File: src/rtl/cpu_pkg.sv
`default_nettype none
// ---------------------------------------------------------------------------
// Module  : cpu_pkg
// Brief   : Shared CPU constants: opcodes, fetch state encoding, widths.
// Revision: 1.0 - initial release
// ---------------------------------------------------------------------------
package cpu_pkg;

  localparam int          INSTR_W  = 32;
  localparam logic [31:0] PC_RESET = 32'h0000_0000;

  localparam logic [5:0] OP_ADD  = 6'b000000;
  localparam logic [5:0] OP_ADDI = 6'b000001;
  localparam logic [5:0] OP_SUB  = 6'b000010;
  localparam logic [5:0] OP_ORI  = 6'b010000;
  localparam logic [5:0] OP_AND  = 6'b010001;
  localparam logic [5:0] OP_OR   = 6'b010010;
  localparam logic [5:0] OP_SLL  = 6'b011000;
  localparam logic [5:0] OP_SW   = 6'b100110;
  localparam logic [5:0] OP_LW   = 6'b100111;
  localparam logic [5:0] OP_BEQ  = 6'b110000;
  localparam logic [5:0] OP_J    = 6'b111000;
  localparam logic [5:0] OP_HALT = 6'b111111;

  typedef enum logic [1:0] {
    ST_FETCH = 2'd0,
    ST_ISSUE = 2'd1,
    ST_HALT  = 2'd2
  } fetch_state_t;

endpackage
`default_nettype wire

File: src/rtl/pc_next.sv
`default_nettype none
// ---------------------------------------------------------------------------
// Module  : pc_next
// Brief   : Sequential / branch next-PC computation, modulo 2^32.
// Revision: 1.0 - initial release
// ---------------------------------------------------------------------------
module pc_next
  import cpu_pkg::*;
(
  input  logic [31:0] pc,
  input  logic        pc_src,
  input  logic [31:0] ext_imm,
  output logic [31:0] next_pc
);

  logic [31:0] w_pc_plus4;
  logic [31:0] w_offset;

  // Word offset to byte offset; the two top immediate bits fall off the end.
  assign w_offset   = ext_imm << 2;
  assign w_pc_plus4 = pc + 32'd4;
  assign next_pc    = pc_src ? (w_pc_plus4 + w_offset) : w_pc_plus4;

endmodule
`default_nettype wire

File: src/rtl/fetch_unit.sv
`default_nettype none
// ---------------------------------------------------------------------------
// Module  : fetch_unit
// Brief   : FETCH/ISSUE/HALT instruction fetch with IR and field decode.
// Revision: 1.0 - initial release
// ---------------------------------------------------------------------------
module fetch_unit
  import cpu_pkg::*;
(
  input  logic               CLK,
  input  logic               Reset,
  input  logic               PCWre,
  input  logic               PCSrc,
  input  logic [31:0]        ExtImm,
  output logic               imem_req,
  output logic [31:0]        imem_addr,
  input  logic               imem_ack,
  input  logic [INSTR_W-1:0] imem_rdata,
  output logic               instr_valid,
  output logic [5:0]         opcode,
  output logic [4:0]         rs,
  output logic [4:0]         rt,
  output logic [4:0]         rd,
  output logic [15:0]        imm16,
  output logic [31:0]        pc_out,
  output logic               halted
);

  fetch_state_t       r_state;
  fetch_state_t       w_state_next;
  logic [31:0]        r_pc;
  logic [31:0]        r_ir_pc;
  logic [INSTR_W-1:0] r_ir;
  logic [31:0]        w_next_pc;

  pc_next u_pc_next (
    .pc      (r_pc),
    .pc_src  (PCSrc),
    .ext_imm (ExtImm),
    .next_pc (w_next_pc)
  );

  always_ff @(posedge CLK) begin
    if (!Reset) begin
      r_state <= ST_FETCH;
      r_pc    <= PC_RESET;
      r_ir_pc <= PC_RESET;
      r_ir    <= '0;
    end else begin
      r_state <= w_state_next;
      // The IR and its address are captured together so pc_out stays tied
      // to the instruction even after the PC has moved on.
      if (r_state == ST_FETCH && imem_ack) begin
        r_ir    <= imem_rdata;
        r_ir_pc <= r_pc;
      end
      if (r_state == ST_ISSUE && PCWre) begin
        r_pc <= w_next_pc;
      end
    end
  end

  always_comb begin
    w_state_next = r_state;
    case (r_state)
      ST_FETCH: if (imem_ack) w_state_next = ST_ISSUE;
      ST_ISSUE: w_state_next = PCWre ? ST_FETCH : ST_HALT;
      ST_HALT:  w_state_next = ST_HALT;
      default:  w_state_next = ST_FETCH;
    endcase
  end

  assign imem_req    = (r_state == ST_FETCH);
  assign imem_addr   = r_pc;
  assign instr_valid = (r_state == ST_ISSUE);
  assign halted      = (r_state == ST_HALT);
  assign pc_out      = r_ir_pc;
  assign opcode      = r_ir[31:26];
  assign rs          = r_ir[25:21];
  assign rt          = r_ir[20:16];
  assign rd          = r_ir[15:11];
  assign imm16       = r_ir[15:0];

endmodule
`default_nettype wire

File: config.mk
export PLATFORM = sky130hd
export DESIGN_NAME = fetch_unit
export DESIGN_NICKNAME = d
export VERILOG_FILES = /design/src/rtl/cpu_pkg.sv /design/src/rtl/pc_next.sv /design/src/rtl/fetch_unit.sv
export SDC_FILE = /design/constraint.sdc
export NUM_CORES = 1
export LEC_CHECK = 0
export CORE_AREA = 2 2 152 154
export CTS_BUF_LIST = sky130_fd_sc_hd__clkbuf_4 sky130_fd_sc_hd__clkbuf_8
export CTS_CLUSTER_SIZE = 12
export DETAILED_ROUTE_END_ITERATION = 10
export DIE_AREA = 0 0 154 156
export PLACE_DENSITY_LB_ADDON = 0.1
export REMOVE_ABC_BUFFERS = 1
export SKIP_LAST_GASP = 1
export SLEW_MARGIN = 20
export SYNTH_ARGS = -nofsm -noshare
export SYNTH_HDL_FRONTEND = slang
export SYNTH_HIERARCHICAL = 1
export SYNTH_SLANG_ARGS = --single-unit
File: constraint.sdc
create_clock -name CLK -period 5.9 [get_ports CLK]
set_input_delay 1.475 -clock CLK [delete_from_list [all_inputs] [get_ports CLK]]
set_output_delay 1.475 -clock CLK [all_outputs]
set_load 0.02 [all_outputs]
* Word level (Yosys, flattened, before mapping)
Index checks and enable logic that the tools add are counted.
Operators by class: add/subtract/negate cells 2, reductions and logical operators 3, equal/unequal tests 3, muxes and demuxes 4
Operators with widths (number):
- $add 32x3->32 const B | 1
- $add 32x32->32 | 1
- $mux 32 | 1
- $pmux 2 s3 | 1
- $mux 2 | 2
- $eq 2x1->1 const B | 1
- $eq 2x2->1 const B | 1
- $logic_and 1x1->1 | 2
- $logic_not 2->1 | 1
- $ne 2x1->1 const B | 1
Storage, ports and cells: bits of input ports 69, register bits after elaboration 98, output and inout port bits 104, word-level logic and storage cells 16

* Logic depth before layout (Yosys ltp)
word-level depth 3, mapped depth 17, gate-level depth less buffers 15

* Modules after synthesis
Netlist, hierarchy kept.
Modules (own cells, without submodules):
- fetch_unit | cells an instance 396, area an instance 3819.9 um^2, sequential area each 1961.9 um^2, times used 1
- pc_next | cells an instance 408, area an instance 2762.6 um^2, sequential area each 0.0 um^2, times used 1

* Worst setup path after synthesis
OpenSTA, ideal clock, no wires.
path kind input-to-reg, start input port ExtImm[0], end register r_pc[30], in the netlist imem_addr[30], stages on the path 11, path buffers 0, library setup time 0.120 ns, required time 5.780 ns, slack 2.270 ns, arrival time 3.510 ns, cells stage by stage ha_1 -> fa_1 -> a211oi_1 -> o21bai_1 -> a31oi_2 -> a21o_1 -> o21ai_2 -> a2111o_1 -> o221a_2 -> nand2_1 -> mux2i_1
On the way: longest elaborated chain between the ends 2
Ends and longest elaborated chain:
- from (decl) | line fetch_unit.sv:14 | input logic [31:0] ExtImm,
- $add 32x32->32 | line pc_next.sv:22 | assign next_pc = pc_src ? (w_pc_plus4 + w_offset) : w_pc_plus4;
- $mux 32 | line pc_next.sv:22
- net w_next_pc[30] | line fetch_unit.sv:34 | logic [31:0] w_next_pc;
- to (signal assigned) | line fetch_unit.sv:58 | r_pc <= w_next_pc;
- to (decl) | line fetch_unit.sv:31 | logic [31:0] r_pc;
The timed path passes the listed nets, and every way through them passes these cells. A chain may end at the register's enable or synchronous reset.

* Worst setup path after layout
start register r_pc[4], in the netlist imem_addr[4], end register r_pc[31], in the netlist imem_addr[31]
On the way: longest elaborated chain between the ends 3
Ends and longest elaborated chain:
- $add 32x3->32 * | line pc_next.sv:21 | assign w_pc_plus4 = pc + 32'd4;
- $add 32x32->32 | line pc_next.sv:22
- $mux 32 * | line pc_next.sv:22
- net w_next_pc[31] | line fetch_unit.sv:34
Mark *: on every way through the listed nets, which the timed path passes. The rest lies on a longest branch.

==> results.json <==
{
  "ys_types": 63,
  "dr_total_vias": 5914,
  "met2WireLength_um": 8419,
  "power_density_nw_per_um2": 179.4,
  "synthArstFlopShare_pct": 0,
  "reg2reg_depth": 15,
  "setup_viol_count_final": 0,
  "cap_violations": 0,
  "clock_latency_ns": 0.39,
  "cts_resized": 0,
  "cp-end-kind": "flop",
  "reg2reg_from": "imem_addr[4]$_SDFFE_PN0P_",
  "syn_inst": 804,
  "critPathKind": "flop to flop",
  "yosysMostFrequentCell": "nand2_1",
  "routedWlPerCell_um": 15.39,
  "power_frac_comb_pct": 24.2,
  "finalClockSkew_ns": 0.01633,
  "cts.sinks": 98,
  "fmaxAchievable_mhz": 247.5,
  "ys_seq_area_share_pct": 29.80,
  "cts_tree": "done",
  "timing.final.crit_share_pct": 68.49,
  "synth_common_cells": "197 x nand2_1, 100 x mux2i_1, 98 x dfxtp_1, 48 x nor2_1, 44 x a21oi_1",
  "grt_pass1_vias": 5867,
  "start_util_pct": 29.43,
  "irDropWorstVdd_uv": 102.7,
  "drive_above_1_share_pct": 4.942,
  "min_path_cells": 2,
  "avgSynthCellArea_um2": 8.187,
  "synth_warnings": 6,
  "power.switching_w": 0.0005046,
  "reg2reg_to": "imem_addr[31]$_SDFFE_PN0P_",
  "fillers": 2352,
  "met3_length_um": 1200,
  "drt_first_pass_iters": 4,
  "wl_met1_um": 9065,
  "finalCriticalPeriod_ns": 4.041,
  "p_seq_share_pct": 45.9,
  "fp.dieH_um": 156,
  "die_area_um2": 24020,
  "gp_congestion": 0.8462,
  "drt-vias-per-instance": 4.785,
  "p_clk_share_pct": 30.0,
  "synth_top_area_share_pct": 29.80,
  "cts_root_buffer": "clkbuf_8",
  "drtIter0Drc": 211,
  "post-cts-setup-buffers": 0,
  "crit_fanout": 7,
  "hold_viol_final": 0,
  "area_growth_pct": 30.55,
  "maxSlewHeadroom_pct": 58.92,
  "post-route-cell-area_um2": 8593,
  "io_buffer_count": 170,
  "fin_nets": 1053,
  "hold_start": "pc_out[11]$_SDFFE_PN0P_",
  "fin_tns_setup_ns": 0,
  "switching_share_pct": 32.73,
  "hp-class": "flop to flop",
  "path_clk_slew_ns": 0.12,
  "syn_area_um2": 6583,
  "synth_edf_count": 0,
  "p_int_w": 0.001037,
  "track_usage_pct": 16.12,
  "grt_pass1_wl_um": 31000,
  "htreeDepth": 3,
  "postPlaceCellArea_um2": 8399,
  "clk_path_buf_depth": 2,
  "min_to": "pc_out[11]$_SDFFE_PN0P_",
  "core-area_um2": 22370,
  "ant_nets": 0,
  "antenna_found_initial": 1,
  "synth.top_cells.by_area": "dfxtp_1 30%, mux2i_1 15%, nand2_1 11%, ha_1 7.0%, xnor2_1 4.1%",
  "hold_buffers": 0,
  "power_w": 0.001542,
  "ys.flop_type": "dfxtp_1",
  "finalMaxSlewViolations": 0,
  "grt_max_degree": 63,
  "top_layer": "met5",
  "cts_buffers": 9,
  "drc": 0,
  "rsz0062_at_grt": "no",
  "grt.overflow.total": 0,
  "place.detailed.hpwl_um": 14340,
  "yosys.area.top_type": "dfxtp_1",
  "die_x_um": 154,
  "antenna_cells": 0,
  "rows": 55,
  "synth-seq-cells": 98,
  "p_leak_nw": 3.461,
  "cp.required_ns": 6.16,
  "arrival_ns": 4.31,
  "status": "finished, final reports clean",
  "worst_pin_slew_ns": 0.6162,
  "pin_count": 173,
  "crit_path_start_kind": "flop",
  "critPathLaunch": "imem_addr[4]$_SDFFE_PN0P_",
  "finalWirelength_um": 19020,
  "r2r_setup_slack_ns": 1.86
}
per-layer routing:
metal,track usage [%],vias to the layer above
met5,0,-
met4,5.029,2
met3,4.528,18
met2,25.75,128
met1,21.11,2658
li1,-,3108
power groups by stage:
| stage | Clock (W) | Sequential [W] | Combinational [W] |
|---|---|---|---|
| final | 0.000462 | 0.000707 | 0.000373 |
| after global routing | 0.000511 | 0.000712 | 0.000409 |
| after CTS | 0.000490 | 0.000708 | 0.000377 |
| after detailed placement | 0 | 0.000722 | 0.000375 |
| after global placement | 0 | 0.000722 | 0.000377 |
| after floorplan | 0 | 0.000751 | 0.000184 |
state kept, by name, indices dropped and copies added (netlist names):
name,cells
r_ir,32
imem_addr,32
r_state,2
pc_out,32
how the worst max path moves through the flow:
stage,end,cells past startpoint
after floorplan,pc_out[0]$_SDFFE_PN0P_,2
after global placement,imem_addr[28]$_SDFFE_PN0P_,12
after detailed placement,imem_addr[28]$_SDFFE_PN0P_,12
after CTS,imem_addr[31]$_SDFFE_PN0P_,15
after global routing,imem_addr[31]$_SDFFE_PN0P_,15
final,imem_addr[31]$_SDFFE_PN0P_,15
placed cells by master (no fill, tap or decap), types with 3 or more instances in the layout:
master and instances:
and4_1 5, o31ai_1 3, inv_1 7, buf_4 8, a21oi_1 44, o21bai_1 7, mux2i_1 100, dfxtp_1 98
mux2_2 3, clkdlybuf4s50_1 168, a211oi_1 4, o21a_1 5, nor2b_1 3, clkbuf_8 10, nand4_1 12, nor3_1 7
o22ai_1 5, and2_1 6, and3_1 8, xnor2_1 31, nand3_1 24, a21o_1 26, o211ai_1 4, o2111ai_1 4
ha_1 37, nand2_1 197, xor2_1 15, o21ai_0 16, or2_2 4, nor2_1 48
worst max-delay path, stage by stage, from the launching register on:
cell,delay [ns]
dfxtp_1,0.47
and4_1,0.31
and3_1,0.31
nand3_1,0.30
nor2_1,0.21
xor2_1,0.20
ha_1,0.33
a21o_1,0.23
a211oi_1,0.36
o21ai_0,0.18
a2111oi_0,0.49
o2111ai_1,0.20
o2111ai_1,0.13
nor2_1,0.08
nand2_1,0.06
mux2i_1,0.07
final cells by class:
type	count	area, µm²	area share, %
clock buffers	10	137.6	1.602
clock inverters	6	56.30	0.6552
inverters	7	26.28	0.3058
multi-input cells	653	4308	50.13
flip-flops and latches	98	1962	22.83
well taps	285	356.6	4.150
repair buffers	177	1747	20.33
logic make-up (layout without fill, tap and decap cells):
family | after synthesis | count (layout) | share of synthesized area [%]
simple gates | 326 | 326 | 21.95
compound gates | 140 | 140 | 14.20
mux | 103 | 103 | 15.72
flops | 98 | 98 | 29.80
buf+inv | 53 | 200 | 4.866
xor+xnor | 46 | 46 | 6.121
fa+ha+maj | 38 | 38 | 7.337
through the flow:
| step | hold slack [ns] | util, % | worst slack, ns | instances |
|---|---|---|---|---|
| floorplan | 0.5310 | - | 0.4326 | 758 |
| global placement | 0.4419 | 37.56 | 1.431 | 1220 |
| detailed placement | 0.4475 | 37.56 | 1.449 | 1220 |
| CTS | 0.4657 | 38.42 | 1.818 | 1236 |
| global route | 0.4836 | 38.42 | 1.341 | 1236 |
| finish | 0.4589 | 38.42 | 1.859 | 1236 |
No activity file was read; power rests on OpenSTA's default activity.
